### config.mk
export PLATFORM = sky130hd
export DESIGN_NAME = signal_conflict_monitor_flat
export DESIGN_NICKNAME = d
export VERILOG_FILES = /design/src/rtl/signal_conflict_monitor_if.sv /design/src/rtl/signal_conflict_monitor.sv /design/src/flat_wrapper.sv
export SDC_FILE = /design/constraint.sdc
export NUM_CORES = 1
export LEC_CHECK = 0
export ABC_AREA = 1
export CAP_MARGIN = 10
export CORE_MARGIN = 2
export CORE_UTILIZATION = 50
export DETAILED_ROUTE_END_ITERATION = 8
export PLACE_DENSITY = 0.68
export SYNTH_ARGS = -nofsm -noshare
export SYNTH_HDL_FRONTEND = slang
export SYNTH_SLANG_ARGS = --single-unit
### constraint.sdc
create_clock -name clk -period 3.8 [get_ports clk]
set_input_delay 0.57 -clock clk [delete_from_list [all_inputs] [get_ports clk]]
set_output_delay 0.57 -clock clk [all_outputs]
set_load 0.01 [all_outputs]
### src/rtl/signal_conflict_monitor_if.sv
// Lamp bus between the traffic-light FSM, the conflict monitor and the lamp drivers.
// master = stimulus/FSM side, slave = monitor side.
interface signal_conflict_monitor_if;
  logic [7:0] lights_i;
  logic       clr_i;
  logic [7:0] lights_o;
  logic       fault_o;
  logic [4:0] fault_code_o;

  modport master (output lights_i, clr_i, input lights_o, fault_o, fault_code_o);
  modport slave  (input lights_i, clr_i, output lights_o, fault_o, fault_code_o);
endinterface

### src/rtl/signal_conflict_monitor.sv
// Safety stage between the traffic-light FSM and the lamp drivers: one-cycle pass-through,
// latches a fault and forces a fail-safe pattern on unsafe lamps. Option macro: FAULT_FLASH_EN.
module signal_conflict_monitor #(
  parameter int MIN_YELLOW_CYC = 4,
  parameter int MAX_STUCK_CYC  = 64,
  parameter int FLASH_CYC      = 8
) (
  input logic                      clk,
  input logic                      reset,
  signal_conflict_monitor_if.slave mon
);
  localparam int YW = $clog2(MIN_YELLOW_CYC + 1);
  localparam int SW = $clog2(MAX_STUCK_CYC + 1);
  localparam logic [YW-1:0] YMIN     = YW'(MIN_YELLOW_CYC);
  localparam logic [SW-1:0] SMAX     = SW'(MAX_STUCK_CYC);
  localparam logic [SW-1:0] SLIMIT   = SW'(MAX_STUCK_CYC - 1);
  localparam logic [7:0]    ALL_RED  = 8'h00;
  localparam logic [7:0]    ALL_YEL  = 8'h55;

  typedef enum logic {MONITOR, FAULT} state_e;

  state_e        state_q, state_d;
  logic [7:0]    prev_q;
  logic [7:0]    lights_q, lights_d;
  logic          fault_q, fault_d;
  logic [4:0]    code_q, code_d;
  logic [SW-1:0] stuck_q, stuck_d;
  logic [YW-1:0] ycnt_q [4];
  logic [YW-1:0] ycnt_d [4];
  logic [YW-1:0] ycnt_run [4];

  logic [3:0]    is_green, is_yellow, is_illegal, skip_v, short_v;
  logic          conflict, same, stuck_v, clr_ok;
  logic [SW-1:0] stuck_run;
  logic [4:0]    mask;

  for (genvar gi = 0; gi < 4; gi++) begin : g_app
    logic [1:0] cur, prv;
    assign cur            = mon.lights_i[2*gi +: 2];
    assign prv            = prev_q[2*gi +: 2];
    assign is_green[gi]   = (cur == 2'b10);
    assign is_yellow[gi]  = (cur == 2'b01);
    assign is_illegal[gi] = (cur == 2'b11);
    assign skip_v[gi]     = (prv == 2'b10) && (cur == 2'b00);
    assign short_v[gi]    = (prv == 2'b01) && !is_yellow[gi] && (ycnt_q[gi] < YMIN);
    // Counter value after this cycle: 1 on yellow entry, counting up to the minimum while held.
    assign ycnt_run[gi]   = (is_yellow[gi] && prv != 2'b01) ? YW'(1) :
                            (is_yellow[gi] && ycnt_q[gi] < YMIN) ? ycnt_q[gi] + YW'(1) :
                            ycnt_q[gi];
  end

  assign conflict  = ($countones(is_green) >= 2);
  assign same      = (mon.lights_i == prev_q);
  assign stuck_run = !same ? '0 : (stuck_q == SMAX) ? stuck_q : stuck_q + SW'(1);
  assign stuck_v   = same && (stuck_run >= SLIMIT);
  assign mask      = {stuck_v, |short_v, |skip_v, conflict, |is_illegal};
  assign clr_ok    = mon.clr_i && !(|is_illegal) && !conflict;

`ifdef FAULT_FLASH_EN
  localparam int FW = $clog2(FLASH_CYC + 1);
  localparam logic [FW-1:0] FLAST = FW'(FLASH_CYC - 1);
  logic [FW-1:0] flash_q, flash_d;
`endif

  always_comb begin
    state_d  = state_q;
    lights_d = lights_q;
    fault_d  = fault_q;
    code_d   = code_q;
    stuck_d  = stuck_run;
    for (int i = 0; i < 4; i++) ycnt_d[i] = ycnt_run[i];
`ifdef FAULT_FLASH_EN
    flash_d  = flash_q;
`endif
    case (state_q)
      MONITOR: begin
        if (|mask) begin
          state_d  = FAULT;
          fault_d  = 1'b1;
          code_d   = mask;
          lights_d = ALL_RED;
`ifdef FAULT_FLASH_EN
          flash_d  = '0;
`endif
        end else begin
          lights_d = mon.lights_i;
        end
      end
      FAULT: begin
        if (clr_ok) begin
          state_d  = MONITOR;
          fault_d  = 1'b0;
          code_d   = '0;
          lights_d = mon.lights_i;
          stuck_d  = '0;
          for (int i = 0; i < 4; i++) ycnt_d[i] = YMIN;
        end else begin
`ifdef FAULT_FLASH_EN
          // Fault lamps are only ever all-red or all-dark, so inverting toggles between them.
          if (flash_q == FLAST) begin
            flash_d  = '0;
            lights_d = ~lights_q;
          end else begin
            flash_d  = flash_q + FW'(1);
          end
`else
          lights_d = ALL_RED;
`endif
        end
      end
      default: state_d = MONITOR;
    endcase
  end

  always_ff @(posedge clk or negedge reset) begin
    if (!reset) begin
      state_q  <= MONITOR;
      prev_q   <= ALL_YEL;
      lights_q <= ALL_YEL;
      fault_q  <= 1'b0;
      code_q   <= '0;
      stuck_q  <= '0;
      for (int i = 0; i < 4; i++) ycnt_q[i] <= YMIN;
    end else begin
      state_q  <= state_d;
      prev_q   <= mon.lights_i;
      lights_q <= lights_d;
      fault_q  <= fault_d;
      code_q   <= code_d;
      stuck_q  <= stuck_d;
      for (int i = 0; i < 4; i++) ycnt_q[i] <= ycnt_d[i];
    end
  end

`ifdef FAULT_FLASH_EN
  always_ff @(posedge clk or negedge reset) begin
    if (!reset) flash_q <= '0;
    else        flash_q <= flash_d;
  end
`endif

  assign mon.lights_o     = lights_q;
  assign mon.fault_o      = fault_q;
  assign mon.fault_code_o = code_q;
endmodule

### src/flat_wrapper.sv
// flat-port wrapper written by rule: the top's interface ports become plain ports
module signal_conflict_monitor_flat 
#(
  parameter int MIN_YELLOW_CYC = 4,
  parameter int MAX_STUCK_CYC  = 64,
  parameter int FLASH_CYC      = 8
)
  (clk, reset, mon_lights_i, mon_clr_i, mon_lights_o, mon_fault_o, mon_fault_code_o);
  signal_conflict_monitor_if mon_i ();
  input logic clk;
  input logic reset;
  input wire logic [$bits(mon_i.lights_i)-1:0] mon_lights_i;
  input wire logic [$bits(mon_i.clr_i)-1:0] mon_clr_i;
  output wire logic [$bits(mon_i.lights_o)-1:0] mon_lights_o;
  output wire logic [$bits(mon_i.fault_o)-1:0] mon_fault_o;
  output wire logic [$bits(mon_i.fault_code_o)-1:0] mon_fault_code_o;
  assign mon_i.lights_i = mon_lights_i;
  assign mon_i.clr_i = mon_clr_i;
  assign mon_lights_o = mon_i.lights_o;
  assign mon_fault_o = mon_i.fault_o;
  assign mon_fault_code_o = mon_i.fault_code_o;
  signal_conflict_monitor #(.MIN_YELLOW_CYC(MIN_YELLOW_CYC), .MAX_STUCK_CYC(MAX_STUCK_CYC), .FLASH_CYC(FLASH_CYC)) u_core (.clk(clk), .reset(reset), .mon(mon_i));
endmodule
==> metrics.txt, run 1 <==
run status=finished clean; Post-Syn Instances=roughly 280; EDFF count, synth=0; grt met3 use=4.78%; Hold Fails Final Rpt=0; Synth top area share=32.9%; Ant. Diodes=0; met2 Track Usage GR=30.5%; Num CTS Buffers=5; drt pass-1 iters=4; Worst Hold Class=in -> async; clock sinks=42; DIE AREA=approximately 0.0051 mm²; synth top area cells=dfrtp_1, dfstp_2, nand2_1, inv_1, nor2_1; placed cells=352; FF+latch count, synth=42; GR Util All Layers=19.5%; fin. max-slew vios=0; worst supply voltage drop on vdd=approximately 0.28 mV; WL/cell=approximately 12 µm; Post-Syn Nets=297; Die Width=between 70 and 80 µm; RSZ-0062 raised after global routing=false; mux cell area share after synthesis=0%; Synth Flop Type=dfrtp_1; hold_buf cts=0; Syn-to-layout area delta=17.6%; Slew headroom=38.8%; Longest Clk Path Bufs=2; clk slew on worst S/H paths=0.08 ns; Worst-Skew Late Latency=0.30 ns; CTS-repair resized insts=0; WS Path Type=in -> reg; Via density=about 4.9; Synth Area in Compound Gates=3.90%; antenna violations before repair=0; fraction of registers with async set/reset=100%; setup TNS=0 ns; Filler cells=415; yosys warns=0; io pins=25; Max Cap Viol=0; Final GP Congestion=0.827; fin crit share=76.5%; Fmax=344 MHz; Core ar.=0.00438 mm²; xor and xnor area share after synthesis=1.92%; area leader, netlist=dfrtp_1; Routed WL=4300 µm; Synth cell types=29; crit end category=flop; crit path max fanout=9; Die Span Y=71.5 µm; Simple-Gate Fraction of Synth Area=33.6%; PwrDens=544 mW/mm²; CP Launch Type=primary input; largest family of logic cells by synthesized area=simple AND/OR/NAND/NOR gates; Leakage=1.37 nW; Final nets=327; grt met1 use=a little over a quarter; CTS root buffer=clkbuf_8; GRT busiest layer=met2; vias in the first global route=1692; mapped cell area=between 0.002 and 0.0025 mm²; clk_skew=between 0.004 and 0.005 ns; Detailed Place HPWL=3300 µm; fin cells=360; sequential share of the synthesized area=46.8%; DRC viols=0; vias post-DR=1766; Synth Area in Adders=5.27%; share of cells above drive strength 1=slightly below 20%; commonest cells in the netlist=nand2_1, inv_1, nor2_1; # port buffers=24; worst reg2reg startpoint=u_core.stuck_q[0]; CTS tree=done; Initial Util=52.0%; syn_area_per_cell=between 8 and 9 µm²; R2R depth=12; first-pass GRT wire length=7690 µm; count leader, synth=nand2_1; number of DRC markers in iteration 0=95; Final setup viols=0; largest net degree at the start of global routing=43; grt total ovfl=0; fin crit period=2.91 ns; CP required=4.03 ns; CTS H-tree depth=2; row cnt=24; Worst EP arrival=3.13 ns; worst-margin pin slew=0.918 ns; antenna viol nets, final=0; postcts setup bufs=0; Setup crit start=mon_lights_i[0]
-- worst max-delay path, cell delays in order --
cell and delay [ns]:
clkdlybuf4s50_1 0.65, nor2_1 0.10, ha_1 0.29, nand2_1 0.06, inv_1 0.04, fa_1 0.42, nor2_1 0.11, inv_1 0.06
nor2_1 0.13, nand2_1 0.11, o21ai_4 0.25, nand3_4 0.21, nor2_2 0.14
-- state kept, by name, indices dropped and copies added (netlist names) --
signal                   flops
u_core.mon.fault_code_o      5
u_core.stuck_q               7
u_core.mon.lights_o          8
u_core.prev_q                8
u_core.ycnt_q               12
u_core.state_q               1
u_core.mon.fault_o           1
-- area by class of cell --
cell class	count	area (µm²)	share of cell area [%]
tap	52	65.1	2.43
clock buffer	5	68.8	2.57
multi-input combinational	184	1020	38.0
clock inverter	3	40.0	1.49
inverter	50	188	7.00
timing repair buffer	24	235	8.77
sequential	42	1070	39.8
-- layer usage --
layer	up-vias	routed length [µm]
li1	916	-
met1	825	2050
met2	18	2050
met3	7	137
met4	0	68
met5	-	0
-- placed cells by master, fill, tap and decap left out, types with 2 or more instances in the layout --
master | synthesis | final
nor3_1 | 4 | 4
clkdlybuf4s50_1 | 0 | 23
ha_1 | 8 | 8
xnor2_1 | 2 | 2
clkbuf_8 | 0 | 5
nor2_1 | 34 | 34
inv_1 | 37 | 37
or2_2 | 5 | 5
nand3_2 | 3 | 3
dfstp_2 | 12 | 12
or2_1 | 2 | 2
nand2_2 | 2 | 2
xor2_1 | 3 | 3
o2111ai_1 | 4 | 4
inv_2 | 13 | 13
o21ai_0 | 3 | 3
nand4_1 | 9 | 9
nor2_4 | 3 | 3
o21ai_1 | 3 | 3
nand3_1 | 13 | 13
dfrtp_1 | 30 | 30
nor2_2 | 9 | 9
clkinv_2 | 0 | 2
nand2_1 | 70 | 70
-- final timing paths --
check / end / slack [ns]
max: u_core.mon.lights_o[5] / 0.89
max reg2reg: u_core.mon.lights_o[5] / 1.98
min in group clk: u_core.mon.fault_o / 0.51
min: u_core.ycnt_q[10] / 0.40
min reg2reg: u_core.mon.fault_o / 0.51
max in group asynchronous: u_core.stuck_q[3] / 2.83
-- where the power goes --
part           internal (mW)  total (mW)  switching (mW)
combinational          0.216       0.471           0.255
sequential             0.580       0.642          0.0624
clock                  0.193       0.346           0.153
-- through the flow --
step	setup slack [ns]	util (%)	hold WS, ns	instance area (µm²)	power [mW]
after floorplan	1.34	-	0.274	2280	0.940
after global placement	0.623	58.7	0.489	2570	1.11
after detailed placement	0.590	58.7	0.495	2570	1.13
after CTS	0.905	61.2	0.430	2680	1.48
after global routing	0.726	61.2	0.491	2680	1.57
final	0.892	61.2	0.405	2680	1.46
-- logic make-up (layout without fill, tap and decap cells) --
group                    count (synthesis)  in the layout
AND/OR/NAND/NOR                        158            158
buffers and inverters                   51             82
flip-flops                              42             42
AO/OA/AOI/OAI                           12             12
adder cells (fa/ha/maj)                  9              9
XOR/XNOR                                 5              5
Power figures use the tool's default switching activity.
==> inputs of run 2 (changes only) <==
- clock period: 3.8 -> 2.8 ns (I/O delays scaled with it)
==> metrics.txt, run 2 (synthesized netlist as in run 1, its figures left out) <==
run status=finished clean; clock sinks=42; Setup WS post-layout=0.236 ns; Max stage delay on crit path=0.50 ns; PwrDens=between 600 and 700 mW/mm²; antenna viol nets, final=0; CP Launch Type=primary input; crit end category=flop; switch share=between 30% and 40%; Ant. Diodes=0; drt pass-1 iters=4; Final setup viols=0; largest net degree at the start of global routing=43; Syn-to-layout area delta=22.2%; Clock Power Share=between 20% and 30%; Die Span Y=71.5 µm; Via density=4.79; Reg with most FFs=u_core.ycnt_q; DP Worst Slack=-0.0701 ns; sequential power share=44.7%; CP Cell Sequence=clkdlybuf4s50_1, inv_2, nor2_1, ha_1, nand2_1, inv_1, fa_1, nor2_1, inv_1, nor2_1, nand2_1, o21ai_4, nand3_4, nor2_2; Num CTS Buffers=5; Slew headroom=37.6%; worst supply voltage drop on vdd=0.419 mV; GR Util All Layers=19.9%; Worst Hold Class=in -> async; DRC viols=0; WS Path Type=in -> reg; Initial Util=between 50% and 60%; antenna violations before repair=0; Die Width=71.5 µm; fin crit period=2.56 ns; # port buffers=24; Detailed Place HPWL=3450 µm; crit path max fanout=9; grt total ovfl=0; DIE AREA=0.00512 mm²; Hold Worst Slack=~0.27 ns; WL/cell=11.9 µm; CTS H-tree depth=2; Hold Fails Final Rpt=0; Worst-Skew Late Latency=0.29 ns; slowest CP cell=clkdlybuf4s50_1; Worst EP arrival=2.79 ns; Fmax=390 MHz; vias post-DR=~1800; worst-margin pin slew=~0.94 ns; clk slew on worst S/H paths=0.08 ns; most frequent cells in the layout=nand2_1, inv_1, nor2_1; Final GP Congestion=0.850; Max Cap Viol=0; row cnt=24; Longest Clk Path Bufs=2; CTS root buffer=clkbuf_8; Core ar.=0.00438 mm²; Int Pwr=roughly 1.3 mW; number of DRC markers in iteration 0=between 40 and 50; first-pass GRT wire length=7850 µm; io pins=25; Leakage=roughly 1.4 nW; fin crit share=91.6%; Comb power frac=34.7%; clk_skew=around 0.006 ns; Setup crit start=mon_lights_i[1]; Final nets=343; Net Sw Power=0.637 mW; CP required=3.02 ns; most common cell after layout, fill and taps aside=nand2_1; share of cells above drive strength 1=23.1%; RSZ-0062 raised after global routing=false; Routed WL=4490 µm; cell mode on critical path=nor2_1; fin. max-slew vios=0; vias in the first global route=1701; max FFs per register=12; worst reg2reg startpoint=u_core.stuck_q[0]; CTS tree=done
[run 2: timing repair]
action | CTS | global route
setup endpoints to repair | 0 | 1
resized for setup | 0 | 2
buffers inserted | 0 | 0
hold buffers | 0 | 0
[run 2: path summary, 6_finish.rpt]
path                            cells past startpoint                endpoint  slack (ns)
worst max-delay path                               14  u_core.mon.lights_o[0]        0.24
worst min-delay path                                1       u_core.ycnt_q[10]        0.27
worst max register to register                     12  u_core.mon.lights_o[0]        1.03
worst min register to register                      2      u_core.mon.fault_o        0.51
max in group asynchronous                           1        u_core.ycnt_q[4]        1.95
min in group clk                                    2      u_core.mon.fault_o        0.51
[run 2: through the flow]
stage / total power, mW / TNS (ns) / cell area, µm² / utilization, % / instances
after global routing: 2.09 / 0 / 2790 / 63.6 / 376
after floorplan: 1.28 / 0 / 2280 / - / 277
after detailed placement: 1.56 / -0.939 / 2690 / 61.4 / 368
after CTS: 1.97 / 0 / 2780 / 63.5 / 376
after global placement: 1.54 / -0.103 / 2690 / 61.4 / 368
final: 1.95 / 0 / 2790 / 63.6 / 376
[run 2: area by class of cell]
type	instances	area, µm²
fill	390	1600
sequential	42	1070
multi-input combinational	184	1020
timing repair buffer	40	355
inverter	50	190
clock buffer	7	86.3
tap	52	65.1
clock inverter	1	5.00
[run 2: power by group through the flow]
stage	Clock (mW)	Sequential (mW)	Combinational [mW]
after detailed placement	0	0.883	0.680
after global routing	0.441	0.891	0.763
after CTS	0.413	0.871	0.684
after floorplan	0	0.901	0.375
after global placement	0	0.879	0.662
final	0.400	0.870	0.676
[run 2: per-layer routing]
| metal | track usage [%] | up-vias | part of all wire (%) |
|---|---|---|---|
| met1 | 26.7 | 825 | 49 |
| met5 | 0 | - | 0 |
| li1 | - | 948 | - |
| met4 | 6.29 | 0 | 1.4 |
| met2 | 32.9 | 22 | 47 |
| met3 | 3.66 | 7 | 2.4 |
[run 2: worst max-delay path: cells and delay by family]
| kind | cells | cell delay, ns |
|---|---|---|
| buffers and inverters | 4 | 0.64 |
| adder cells (fa/ha/maj) | 2 | 0.66 |
| AO/OA/AOI/OAI | 1 | 0.18 |
| AND/OR/NAND/NOR | 7 | 0.88 |
